## src/rtl/f_div.sv

```systemverilog
// f_div: IEEE-754 binary32 divider using a restoring iterative datapath.
//
// Ports:
//   clk, rst_n          clock, asynchronous active-low reset
//   in_valid / in_ready operand handshake; in_ready is high only in IDLE
//   a, b                dividend and divisor (binary32)
//   rounding            000 RNE, 001 RTZ, 010 RDN, 011 RUP, 100 RMM, others RNE
//   y, flags            registered quotient and {NV,DZ,OF,UF,NX}
//   out_valid           one-cycle pulse marking a new y/flags
//
// State  | meaning
// -------+-------------------------------------------------------------
// IDLE   | ready for operands; special-operand results resolve from here
// DIV    | one quotient bit per cycle, 27 cycles
// ROUND  | normalise, round, register y/flags, return to IDLE
//
// Subnormal inputs are treated as signed zero.

module f_div (
    input  logic        clk,
    input  logic        rst_n,
    input  logic        in_valid,
    output logic        in_ready,
    input  logic [31:0] a,
    input  logic [31:0] b,
    input  logic [2:0]  rounding,
    output logic [31:0] y,
    output logic [4:0]  flags,
    output logic        out_valid
);

    typedef enum logic [1:0] {S_IDLE, S_DIV, S_ROUND} state_t;

    localparam logic [31:0] QNAN = 32'h7FC0_0000;

    state_t      state, state_nxt;
    logic [4:0]  cnt;
    logic [24:0] rem;
    logic [26:0] q;
    logic [23:0] mb;
    logic [7:0]  ea, eb;
    logic        sgn;
    logic [2:0]  rm;
    logic        spec_pend;
    logic [31:0] spec_y;
    logic [4:0]  spec_flags;

    logic        take;
    logic        a_zero, b_zero, a_inf, b_inf, a_nan, b_nan, a_snan, b_snan;
    logic        in_sign;
    logic        is_special;
    logic [31:0] sp_y;
    logic [4:0]  sp_flags;

    logic        ge;
    logic [24:0] rem_d;

    logic [9:0]  e_pre, e_fin;
    logic [23:0] sig;
    logic        rbit, sbit, inc, nx, to_inf, carry;
    logic [24:0] sig_inc;
    logic [22:0] mant;
    logic [31:0] res_y;
    logic [4:0]  res_flags;

    assign in_ready = (state == S_IDLE);
    assign take     = in_valid && in_ready;

    // Operand classification (exponent 0 means zero: denormals flushed)
    assign a_zero  = (a[30:23] == 8'd0);
    assign b_zero  = (b[30:23] == 8'd0);
    assign a_inf   = (a[30:23] == 8'hFF) && (a[22:0] == 23'd0);
    assign b_inf   = (b[30:23] == 8'hFF) && (b[22:0] == 23'd0);
    assign a_nan   = (a[30:23] == 8'hFF) && (a[22:0] != 23'd0);
    assign b_nan   = (b[30:23] == 8'hFF) && (b[22:0] != 23'd0);
    assign a_snan  = a_nan && !a[22];
    assign b_snan  = b_nan && !b[22];
    assign in_sign = a[31] ^ b[31];

    // inf/0 is caught by the a_inf branch before the divide-by-zero branch
    always_comb begin
        sp_y       = 32'd0;
        sp_flags   = 5'd0;
        is_special = 1'b1;
        if (a_nan || b_nan) begin
            sp_y     = QNAN;
            sp_flags = {(a_snan || b_snan), 4'b0000};
        end else if ((a_zero && b_zero) || (a_inf && b_inf)) begin
            sp_y     = QNAN;
            sp_flags = 5'b10000;
        end else if (a_inf) begin
            sp_y = {in_sign, 8'hFF, 23'd0};
        end else if (b_zero) begin
            sp_y     = {in_sign, 8'hFF, 23'd0};
            sp_flags = 5'b01000;
        end else if (a_zero || b_inf) begin
            sp_y = {in_sign, 31'd0};
        end else begin
            is_special = 1'b0;
        end
    end

    // One restoring step
    always_comb begin
        ge    = (rem >= {1'b0, mb});
        rem_d = ge ? (rem - {1'b0, mb}) : rem;
    end

    // Normalise and round the finished quotient
    always_comb begin
        e_pre = {2'b00, ea} - {2'b00, eb} + 10'd127;
        if (q[26]) begin
            sig  = q[26:3];
            rbit = q[2];
            sbit = (|q[1:0]) | (|rem);
        end else begin
            sig   = q[25:2];
            rbit  = q[1];
            sbit  = q[0] | (|rem);
            e_pre = e_pre - 10'd1;
        end

        case (rm)
            3'b001:  inc = 1'b0;
            3'b010:  inc = sgn & (rbit | sbit);
            3'b011:  inc = ~sgn & (rbit | sbit);
            3'b100:  inc = rbit;
            default: inc = rbit & (sbit | sig[0]);
        endcase

        case (rm)
            3'b001:  to_inf = 1'b0;
            3'b010:  to_inf = sgn;
            3'b011:  to_inf = ~sgn;
            default: to_inf = 1'b1;
        endcase

        sig_inc = {1'b0, sig} + {24'd0, inc};
        // Carry out of the 24-bit significand leaves exactly 1.0 x 2
        carry   = (sig_inc[24:23] == 2'b10);
        e_fin   = e_pre + {9'd0, carry};
        mant    = carry ? 23'd0 : sig_inc[22:0];
        nx      = rbit | sbit;

        res_y     = {sgn, e_fin[7:0], mant};
        res_flags = {4'b0000, nx};
        if ($signed(e_fin) >= 10'sd255) begin
            res_y     = to_inf ? {sgn, 8'hFF, 23'd0} : {sgn, 31'h7F7F_FFFF};
            res_flags = 5'b00101;
        end else if ($signed(e_fin) <= 10'sd0) begin
            res_y     = {sgn, 31'd0};
            res_flags = 5'b00011;
        end
    end

    always_comb begin
        state_nxt = state;
        case (state)
            S_IDLE:  if (take && !is_special) state_nxt = S_DIV;
            S_DIV:   if (cnt == 5'd0) state_nxt = S_ROUND;
            S_ROUND: state_nxt = S_IDLE;
            default: state_nxt = S_IDLE;
        endcase
    end

    always_ff @(posedge clk or negedge rst_n) begin
        if (!rst_n) state <= S_IDLE;
        else        state <= state_nxt;
    end

    always_ff @(posedge clk or negedge rst_n) begin
        if (!rst_n) begin
            cnt        <= 5'd0;
            rem        <= 25'd0;
            q          <= 27'd0;
            mb         <= 24'd0;
            ea         <= 8'd0;
            eb         <= 8'd0;
            sgn        <= 1'b0;
            rm         <= 3'd0;
            spec_pend  <= 1'b0;
            spec_y     <= 32'd0;
            spec_flags <= 5'd0;
            y          <= 32'd0;
            flags      <= 5'd0;
            out_valid  <= 1'b0;
        end else begin
            out_valid <= 1'b0;
            spec_pend <= 1'b0;

            // Special results take one extra edge so out_valid lands at edge 1
            if (spec_pend) begin
                y         <= spec_y;
                flags     <= spec_flags;
                out_valid <= 1'b1;
            end

            case (state)
                S_IDLE: begin
                    if (take) begin
                        if (is_special) begin
                            spec_pend  <= 1'b1;
                            spec_y     <= sp_y;
                            spec_flags <= sp_flags;
                        end else begin
                            rem <= {2'b01, a[22:0]};
                            mb  <= {1'b1, b[22:0]};
                            q   <= 27'd0;
                            cnt <= 5'd26;
                            ea  <= a[30:23];
                            eb  <= b[30:23];
                            sgn <= in_sign;
                            rm  <= rounding;
                        end
                    end
                end
                S_DIV: begin
                    rem <= rem_d << 1;
                    q   <= {q[25:0], ge};
                    if (cnt != 5'd0) cnt <= cnt - 5'd1;
                end
                S_ROUND: begin
                    y         <= res_y;
                    flags     <= res_flags;
                    out_valid <= 1'b1;
                end
                default: ;
            endcase
        end
    end

endmodule
```

## config.mk

```make
export PLATFORM = sky130hd
export DESIGN_NAME = f_div
export DESIGN_NICKNAME = d
export VERILOG_FILES = /design/src/rtl/f_div.sv
export SDC_FILE = /design/constraint.sdc
export NUM_CORES = 1
export LEC_CHECK = 0
export BUFFER_PORTS_ARGS = -buffer_cell sky130_fd_sc_hd__buf_4
export CAP_MARGIN = 5
export CELL_PAD_IN_SITES_DETAIL_PLACEMENT = 1
export CELL_PAD_IN_SITES_GLOBAL_PLACEMENT = 2
export CORE_MARGIN = 4
export CORE_UTILIZATION = 24
export DETAILED_ROUTE_END_ITERATION = 10
export PLACE_DENSITY = 0.52
export SLEW_MARGIN = 25
export SYNTH_ARGS = -nofsm -noshare
export SYNTH_HDL_FRONTEND = slang
export SYNTH_SLANG_ARGS = --single-unit
```

## constraint.sdc

```tcl
create_clock -name clk -period 13.9 [get_ports clk]
set_input_delay 2.78 -clock clk [delete_from_list [all_inputs] [get_ports clk]]
set_output_delay 2.78 -clock clk [all_outputs]
set_load 0.03 [all_outputs]
```

After elaboration in Yosys (flattened, before gate mapping):

Index checks and enable logic that the tools add are counted.

* output and inout port bits: 39
* input port bits: 70
* flip-flop bits (word level): 179
* word-level logic and storage cells: 133

* add/subtract/negate cells: 7
* reductions and logical operators: 35
* $lt $le $gt $ge: 3
* equality and inequality tests: 14
* muxes and demuxes: 49
* bitwise operators: 10

Operator list (count)
* 2-to-1 mux 32 bit: 7
* 2-to-1 mux 24 bit: 3
* 2-to-1 mux 31 bit: 2
* 2-to-1 mux 27 bit: 2
* case mux 27 bit (2 select lines): 1
* 2-to-1 mux 25 bit: 2
* case mux 25 bit (2 select lines): 1
* logical NOT 23 bit: 2
* nonzero test 23 bit: 2
* 2-to-1 mux 5 bit: 7
* adder 24 x 1 -> 25 bit: 1
* greater-or-equal comparator 25 x 24 -> 1 bit: 1
* OR reduction 25 bit: 1
* subtractor 24 bit: 1
* 2-to-1 mux 23 bit: 1
* == test 8 bit (second input constant): 2
* logical NOT 8 bit: 2
* 2-to-1 mux 1 bit: 12
* adder 10 x 1 -> 10 bit: 1
* adder 9 x 8 -> 10 bit (second input constant): 1
* greater-or-equal comparator 10 x 9 -> 1 bit (second input constant): 1
* <= comparator 10 x 1 -> 1 bit (second input constant): 1
* logical AND 1 bit: 10
* 2-to-1 mux 10 bit: 1
* 31 further kinds: 53

Logic depth before layout (Yosys ltp):

Gate-level depths: netlist (run 1).

* depth in word-level cells: 13
* mapped depth: 31
* depth with buffers taken out: 26

Worst setup path after synthesis (run 1):

Ideal clock, no wire load.

* kind: register -> register
* start point: register q[26]
* end point: register y[13]
* cell stages (with the launch flop): 31
* buffers on the path: 8
* path slack: 7140 ps
* library setup time: 126 ps
* period minus slack after synthesis: 6760 ps
* data arrival time: 6634 ps
* path through: dfrtp_1 > clkbuf_1 > clkbuf_1 > buf_1 > clkbuf_1 > clkbuf_1 > nand2_1 > nand2_1 > ha_1 > nand3_1 > nor2_1 > and3_1 > and3_1 > and2_1 > clkbuf_1 > nand3_1 > or3b_2 > nor3b_1 > nand4_1 > inv_1 > ha_1 > ha_1 > and2_1 > a211oi_1 > or4b_4 > a2111oi_2 > a211oi_1 > and3_1 > buf_6 > buf_6 > a221o_1

* cells in the longest elaborated chain, start to end: 11

RTL lines
* start, declared: line 39 `logic [26:0] q;`
* start signal, assigned: line 219 `q <= {q[25:0], ge};`
* 2-to-1 mux 1 bit / 2-to-1 mux 24 bit (equally long branches): line 112 `if (q[26]) begin`
* OR 1 bit, on equally long branches: line 128, 125, 126
* AND 1 bit, on equally long branches: line 128, 125, 126
* case mux 1 bit (4 select lines): line 123 `case (rm)`
* adder 24 x 1 -> 25 bit: line 138 `sig_inc = {1'b0, sig} + {24'd0, inc};`
* == test 2 bit: line 140 `carry = (sig_inc[24:23] == 2'b10);`
* adder 10 x 1 -> 10 bit: line 141 `e_fin = e_pre + {9'd0, carry};`
* <= comparator 10 x 1 -> 1 bit: line 150 `end else if ($signed(e_fin) <= 10'sd0) begin`
* 2-to-1 mux 31 bit: line 150
* 2-to-1 mux 31 bit (*): line 147 `if ($signed(e_fin) >= 10'sd255) begin`
* 2-to-1 mux 32 bit (*): line 198 `case (state)`
* end signal, assigned: line 193 `y <= spec_y;`
* end signal, assigned: line 223 `y <= res_y;`
* end, declared: line 27 `output logic [31:0] y,`

Mark *: on every way between the ends. The rest lies on a longest branch, timed or not.
A chain may end at the register's enable or synchronous reset.

Final worst setup path (run 1):

* start point: register q[26]
* end point: register y[15]

The elaborated chain is that of the path after synthesis.

==> impl_results.md, run 1 <==
- Dominant cell type by area after synthesis: dfrtp_1
- Netlist cell types: 81
- Number of synthesized flops with an enable pin: 0
- Final setup fails: 0
- Crit-path slowest cell: and3_1
- Largest net degree at the start of global routing: 90
- Max_cap viols: 0
- Synth warn: 0
- CP max FO: 55
- CTS clk-pin slew, worst paths: about 0.070 ns
- Synth Cell Area: ~9700 sq um
- TritonCTS Buffers: 17
- Antenna violations before repair: 0
- Max-slew violations: 0
- Initial Util: between 20% and 30%
- Worst Tran Pin Value: about 0.9 ns
- Clock root cell: clkbuf_16
- Area growth, synth to finish: 20.0%
- CTS Buffer Depth: 2
- Critical path's largest stage delay: a little under 0.8 ns
- PortBufs: ~110
- R2r setup slk: 6.39 ns
- Worst-skew pair later-pin latency: 0.44 ns
- Count of final hold-check violations: 0
- Most common cell after layout, fill and taps aside: dfrtp_1
- First-pass GRT wire length: a little over 50 mm
- Final critical-path share of the clock period: 54.0%
- WP data arrival: around 7.9 ns
- Row cnt: 73
- GRT Overall Usage: about 15%
- Primary FF master, synth: dfrtp_1
- Mapped Nets: around 1100
- Num ports: ~110
- ANT cells: 0
- Register bit total from synthesis: 147
- WP data required: 14.26 ns
- Dominant cells by area after synthesis: dfrtp_1 38%, mux2_2 5.5%, ha_1 5.2%
- Unrepaired setup endpoints after global routing: no
- Vias in the first global route: around 8600
- Hold buffers post-CTS: 0
- Sequential share of the synthesized area: between 30% and 40%
- Outcome: finished clean
- Drt pass-1 iters: 4
- Crit Path Category: reg2reg
- WL/cell: 19.6 um
- Setup TNS: 0 ns
- Slew HR: between 30% and 40%
- Most frequent cells in the layout: 146 x dfrtp_1, 114 x buf_4, 72 x nand2_1
- CTS tree: done
- Resized cells post-CTS: 0
- Max Clk Rate: 0.133 GHz
- Layout Nets: 1209
- H-tree depth: 4
- Worst Clk Skew: approximately 0.015 ns
- Post-CTS Setup Bufs: 0
- Crit path top cell by count: ha_1
- Die area: around 44000 sq um
- DP HPWL: ~24 mm
- Drt drc: 0
- Mean Syn Cell Area: 9.50 sq um
- Gp weighted congestion: 0.745
- DRT antenna net count: 0
- Synth Instances: roughly 1000
- Type of the worst min-delay path: reg2reg
- Tmin final: ~7.5 ns
- Via count: roughly 8100
- CTS sink cnt: between 100 and 150
- Core Box Area: 39800 sq um
- Post-synth top area share: 38.0%
- Die height: around 210 um
- CP Launch Type: register
- Die Span X: between 200 and 250 um
- Iteration-0 DRC Markers: 336
- Gr ovfl total: 0
- Drt via density: a little under 5
- Asr flop ratio synth: 100%
- Setup crit end kind: register
- Fraction of layout cells with a size suffix above 1: 19.6%
- WL final: 32.0 mm
[routing by layer]
metal | wire length (um) | vias up | track usage (%)
met1 | 16700 | 4061 | 21.9
met5 | 0 | - | 0
li1 | - | 3948 | -
met2 | 14100 | 106 | 22.2
met3 | 913 | 13 | 2.96
met4 | 329 | 0 | 2.72
[synthesized netlist by cell type, types with 27 or more instances]
cell and n:
dfrtp_1 147, nand2_1 73, a21oi_1 69, inv_1 53
nor2_1 50, mux2_2 47, o21ai_0 46, clkbuf_1 42
ha_1 40, xnor2_1 39, a221o_1 28, xor2_1 28
a22o_1 27
[worst max-delay path: cells and delay by family (launching register included)]
kind / cells / cell delay, ns
DFF: 1 / 0.34
AOI/OAI and AO/OA: 8 / 1.56
adders and majority gates: 4 / 0.81
and+or+nand+nor: 13 / 4.09
buffers and inverters: 2 / 0.61
[per-stage QoR]
stage	util, %	hold WS [ns]	setup WS (ns)	instance area [sq um]	cells
2_1_floorplan	-	0.418	7.14	9690	1020
3_3_place_gp	27.6	0.436	6.49	11000	1602
3_5_place_dp	27.6	0.443	6.27	11000	1603
4_1_cts	29.2	0.460	6.26	11600	1635
5_1_grt	29.2	0.512	5.65	11600	1635
6_report	29.2	0.452	6.39	11600	1635
[cell families after synthesis]
kind of cell / Yosys count / share of synthesized area, %
XOR/XNOR: 71 / 6.87
multiplexers: 73 / 8.16
flip-flops: 147 / 38.0
AND/OR/NAND/NOR: 295 / 15.9
AO/OA/AOI/OAI: 281 / 20.8
buffers and inverters: 111 / 4.68
adder cells (fa/ha/maj): 42 / 5.58
[registers in the layout, summed over array words and instances (netlist names)]
name	count
cnt	5
ea	8
eb	8
flags	5
mb	24
out_valid	1
q	27
rem	25
rm	3
sgn	1
spec_flags	2
spec_pend	1
spec_y	3
state	2
y	32
[final timing paths]
kind	from	endpoint	cells after the start
worst min register to register	mb[23]$_DFFE_PN0P_	mb[23]$_DFFE_PN0P_	2
worst max register to register	q[26]$_DFFE_PN0P_	y[15]$_DFFE_PN0P_	27
worst max-delay path	q[26]$_DFFE_PN0P_	y[15]$_DFFE_PN0P_	27
min in group asynchronous	rst_n	y[27]$_DFFE_PN0P_	1
max in group asynchronous	rst_n	cnt[0]$_DFFE_PN0P_	2
worst min-delay path	mb[23]$_DFFE_PN0P_	mb[23]$_DFFE_PN0P_	2
[cell type report]
type / count / area (sq um)
Clock inverter: 14 / 200
Clock buffer: 18 / 429
Fill cell: 4657 / 28200
Sequential cell: 147 / 3680
Multi-Input combinational cell: 762 / 5580
Inverter: 53 / 199
Tap cell: 525 / 657
Timing Repair Buffer: 116 / 878
Power of run 1 is not shown: default switching activity piles up to over one toggle a cycle in this logic, so the estimate is an artifact.
==> run 2, diff against run 1 <==
Settings changed: PLACE_DENSITY 0.52 to 0.54.
Clock period 13.9 ns to 6.9 ns, I/O delays scaled along.
==> run 2 against run 1 <==
Compared with the run above: hold slack better by 0.0038 ns; critical path depth unchanged; global-route usage up 0.26 points; clock skew down 0.0010 ns; maximum frequency up 19%; setup slack worse by 5.8 ns; register-to-register slack worse by 5.8 ns; die area unchanged.
==> impl_results.md, run 2 (same netlist as run 1, synthesis figures left out) <==
- Drt via density: 5.01 (was 4.97)
- Most common cell after layout, fill and taps aside: dfrtp_1 (unchanged)
- TritonCTS Buffers: 17 (unchanged)
- First-pass GRT wire length: 52.1 mm (was 51.0 mm)
- R2r setup slk: 0.58 ns (was 6.39 ns)
- Hold Crit Start: mb[23]$_DFFE_PN0P_ (unchanged)
- Die area: 43600 sq um (unchanged)
- WP data arrival: 6.64 ns (was 7.88 ns)
- Crit Path Category: reg2reg (unchanged)
- Outcome: finished clean (unchanged)
- Count of final hold-check violations: 0 (unchanged)
- CP Launch Type: register (unchanged)
- Max_cap viols: 0 (unchanged)
- Largest Register: y (unchanged)
- Worst R2R Start: rem[15]$_DFFE_PN0P_ (was q[26]$_DFFE_PN0P_)
- CP max FO: 23 (was 55)
- Final critical-path share of the clock period: 91.6% (was 54.0%)
- Resized cells post-CTS: 0 (unchanged)
- Worst-skew pair later-pin latency: 0.44 ns (about the same)
- Die Span X: 209 um (unchanged)
- Antenna violations before repair: 0 (unchanged)
- ANT cells: 0 (unchanged)
- Drt pass-1 iters: 4 (unchanged)
- CTS tree: done (unchanged)
- Iteration-0 DRC Markers: 403 (was 336)
- Slew HR: 33.2% (was 39.8%)
- CTS clk-pin slew, worst paths: 0.06 ns (was 0.07 ns)
- CTS Buffer Depth: 2 (unchanged)
- Max Clk Rate: 0.158 GHz (was 0.133 GHz)
- DP HPWL: 24.4 mm (was 24.2 mm)
- Initial Util: 24.3% (unchanged)
- Final setup fails: 0 (unchanged)
- Tmin final: 6.32 ns (was 7.51 ns)
- Worst reg2reg path depth: 27 (unchanged)
- Largest net degree at the start of global routing: 56 (was 90)
- CTS sink cnt: 147 (unchanged)
- H-tree depth: 4 (unchanged)
- Fraction of layout cells with a size suffix above 1: 20.1% (was 19.6%)
- Gr ovfl total: 0 (unchanged)
- PortBufs: 108 (unchanged)
- Via count: 8209 (was 8128)
- Drt drc: 0 (unchanged)
- Die height: 209 um (unchanged)
- Type of the worst min-delay path: reg2reg (unchanged)
- Setup TNS: 0 ns (unchanged)
- Gp weighted congestion: 0.768 (was 0.745)
- Worst Tran Pin Value: 0.993 ns (was 0.903 ns)
- Worst Clk Skew: 0.0135 ns (was 0.0145 ns)
- DRT antenna net count: 0 (unchanged)
- Biggest regs: y: 32 flops, q: 27 flops, rem: 25 flops (unchanged)
- Hold EP: mb[23]$_DFFE_PN0P_ (unchanged)
- Max reg flops: 32 (unchanged)
- Hold Path Depth: 2 (unchanged)
- Clock root cell: clkbuf_16 (unchanged)
- Layout Nets: 1214 (was 1209)
- Max-slew violations: 0 (unchanged)
- Row cnt: 73 (unchanged)
- WL/cell: 19.7 um (was 19.6 um)
- Vias in the first global route: 8714 (was 8621)
- Post-CTS Setup Bufs: 0 (unchanged)
- Unrepaired setup endpoints after global routing: no (unchanged)
- Dpl cells: 1608 (was 1603)
- GRT Overall Usage: 14.9% (was 14.7%)
- Hold buffers post-CTS: 0 (unchanged)
- Most frequent cells in the layout: 146 x dfrtp_1, 120 x buf_4, 72 x nand2_1 (was 146 x dfrtp_1, 114 x buf_4, 72 x nand2_1)
- Critical R2R Capture: y[0]$_DFFE_PN0P_ (was y[15]$_DFFE_PN0P_)
- WL final: 32.3 mm (was 32.0 mm)
- Num ports: 109 (unchanged)
- Area growth, synth to finish: 20.9% (was 20.0%)
- Core Box Area: 39800 sq um (unchanged)
- WP data required: 7.22 ns (was 14.26 ns)
- Fin cells: 1638 (was 1635)
- Setup crit end kind: register (unchanged)
[run 2: changes by cell type in the layout (fill, tap and decap cells not counted), moves of 2 or more]
cell,change
inv_6,-4
clkbuf_8,+4
buf_4,+6
bufinv_16,+2
clkinv_4,-2
[run 2: how the worst max path moves through the flow]
stage                   startpoint                 to  slack (ns)  depth (start not counted)
2_1_floorplan    q[26]$_DFFE_PN0P_  y[17]$_DFFE_PN0P_        0.14                         30
3_3_place_gp   rem[15]$_DFFE_PN0P_   y[0]$_DFFE_PN0P_        0.19                         26
3_5_place_dp   rem[15]$_DFFE_PN0P_   y[9]$_DFFE_PN0P_        0.02                         26
4_1_cts        rem[15]$_DFFE_PN0P_   y[9]$_DFFE_PN0P_        0.02                         26
5_1_grt        rem[15]$_DFFE_PN0P_   y[1]$_DFFE_PN0P_        0.06                         27
6_report       rem[15]$_DFFE_PN0P_   y[0]$_DFFE_PN0P_        0.58                         27
[run 2: critical path, cell delays in order (launching register included)]
cell and delay [ns]:
dfrtp_1 0.42, nor4_1 0.11, nand3_1 0.18, o32ai_1 0.11, a21o_1 0.17, a21oi_1 0.12
ha_1 0.21, ha_1 0.22, nand3_1 0.11, nor2_1 0.13, and3_1 0.20, and3_1 0.18
and2_1 0.25, nand3_1 0.14, or3b_2 0.51, nor3b_2 0.24, nand4_1 0.19, inv_1 0.11
ha_1 0.16, ha_1 0.19, and2_1 0.23, a211oi_1 0.10, or4b_4 0.60, a41o_1 0.26
a221oi_4 0.41, nor4_4 0.07, buf_4 0.23, a311o_1 0.33
[run 2: per-stage QoR]
step	setup slack [ns]	hold slack (ns)	instance area [sq um]	utilization, %
6_report	0.580	0.456	11700	29.4
5_1_grt	0.0581	0.521	11700	29.4
2_1_floorplan	0.140	0.418	9690	-
3_3_place_gp	0.195	0.439	11000	27.7
4_1_cts	0.0240	0.459	11700	29.4
3_5_place_dp	0.0249	0.444	11000	27.7
[run 2: layout make-up]
type / count / area [sq um]
fillers: 4612 / 28100
clock buffers: 21 / 480
flip-flops and latches: 147 / 3680
well taps: 525 / 657
clock inverters: 9 / 200
inverters: 53 / 199
multi-input cells: 762 / 5590
repair buffers: 121 / 912
[run 2: per-layer routing]
metal | wire length, um | GRT usage [%] | part of all wire, %
met1 | 16600 | 22.0 | 52
met4 | 485 | 3.69 | 1.5
met5 | 0 | 0 | 0
met2 | 14200 | 22.9 | 44
met3 | 974 | 2.51 | 3.0
Power of run 2 is left out for the same reason.
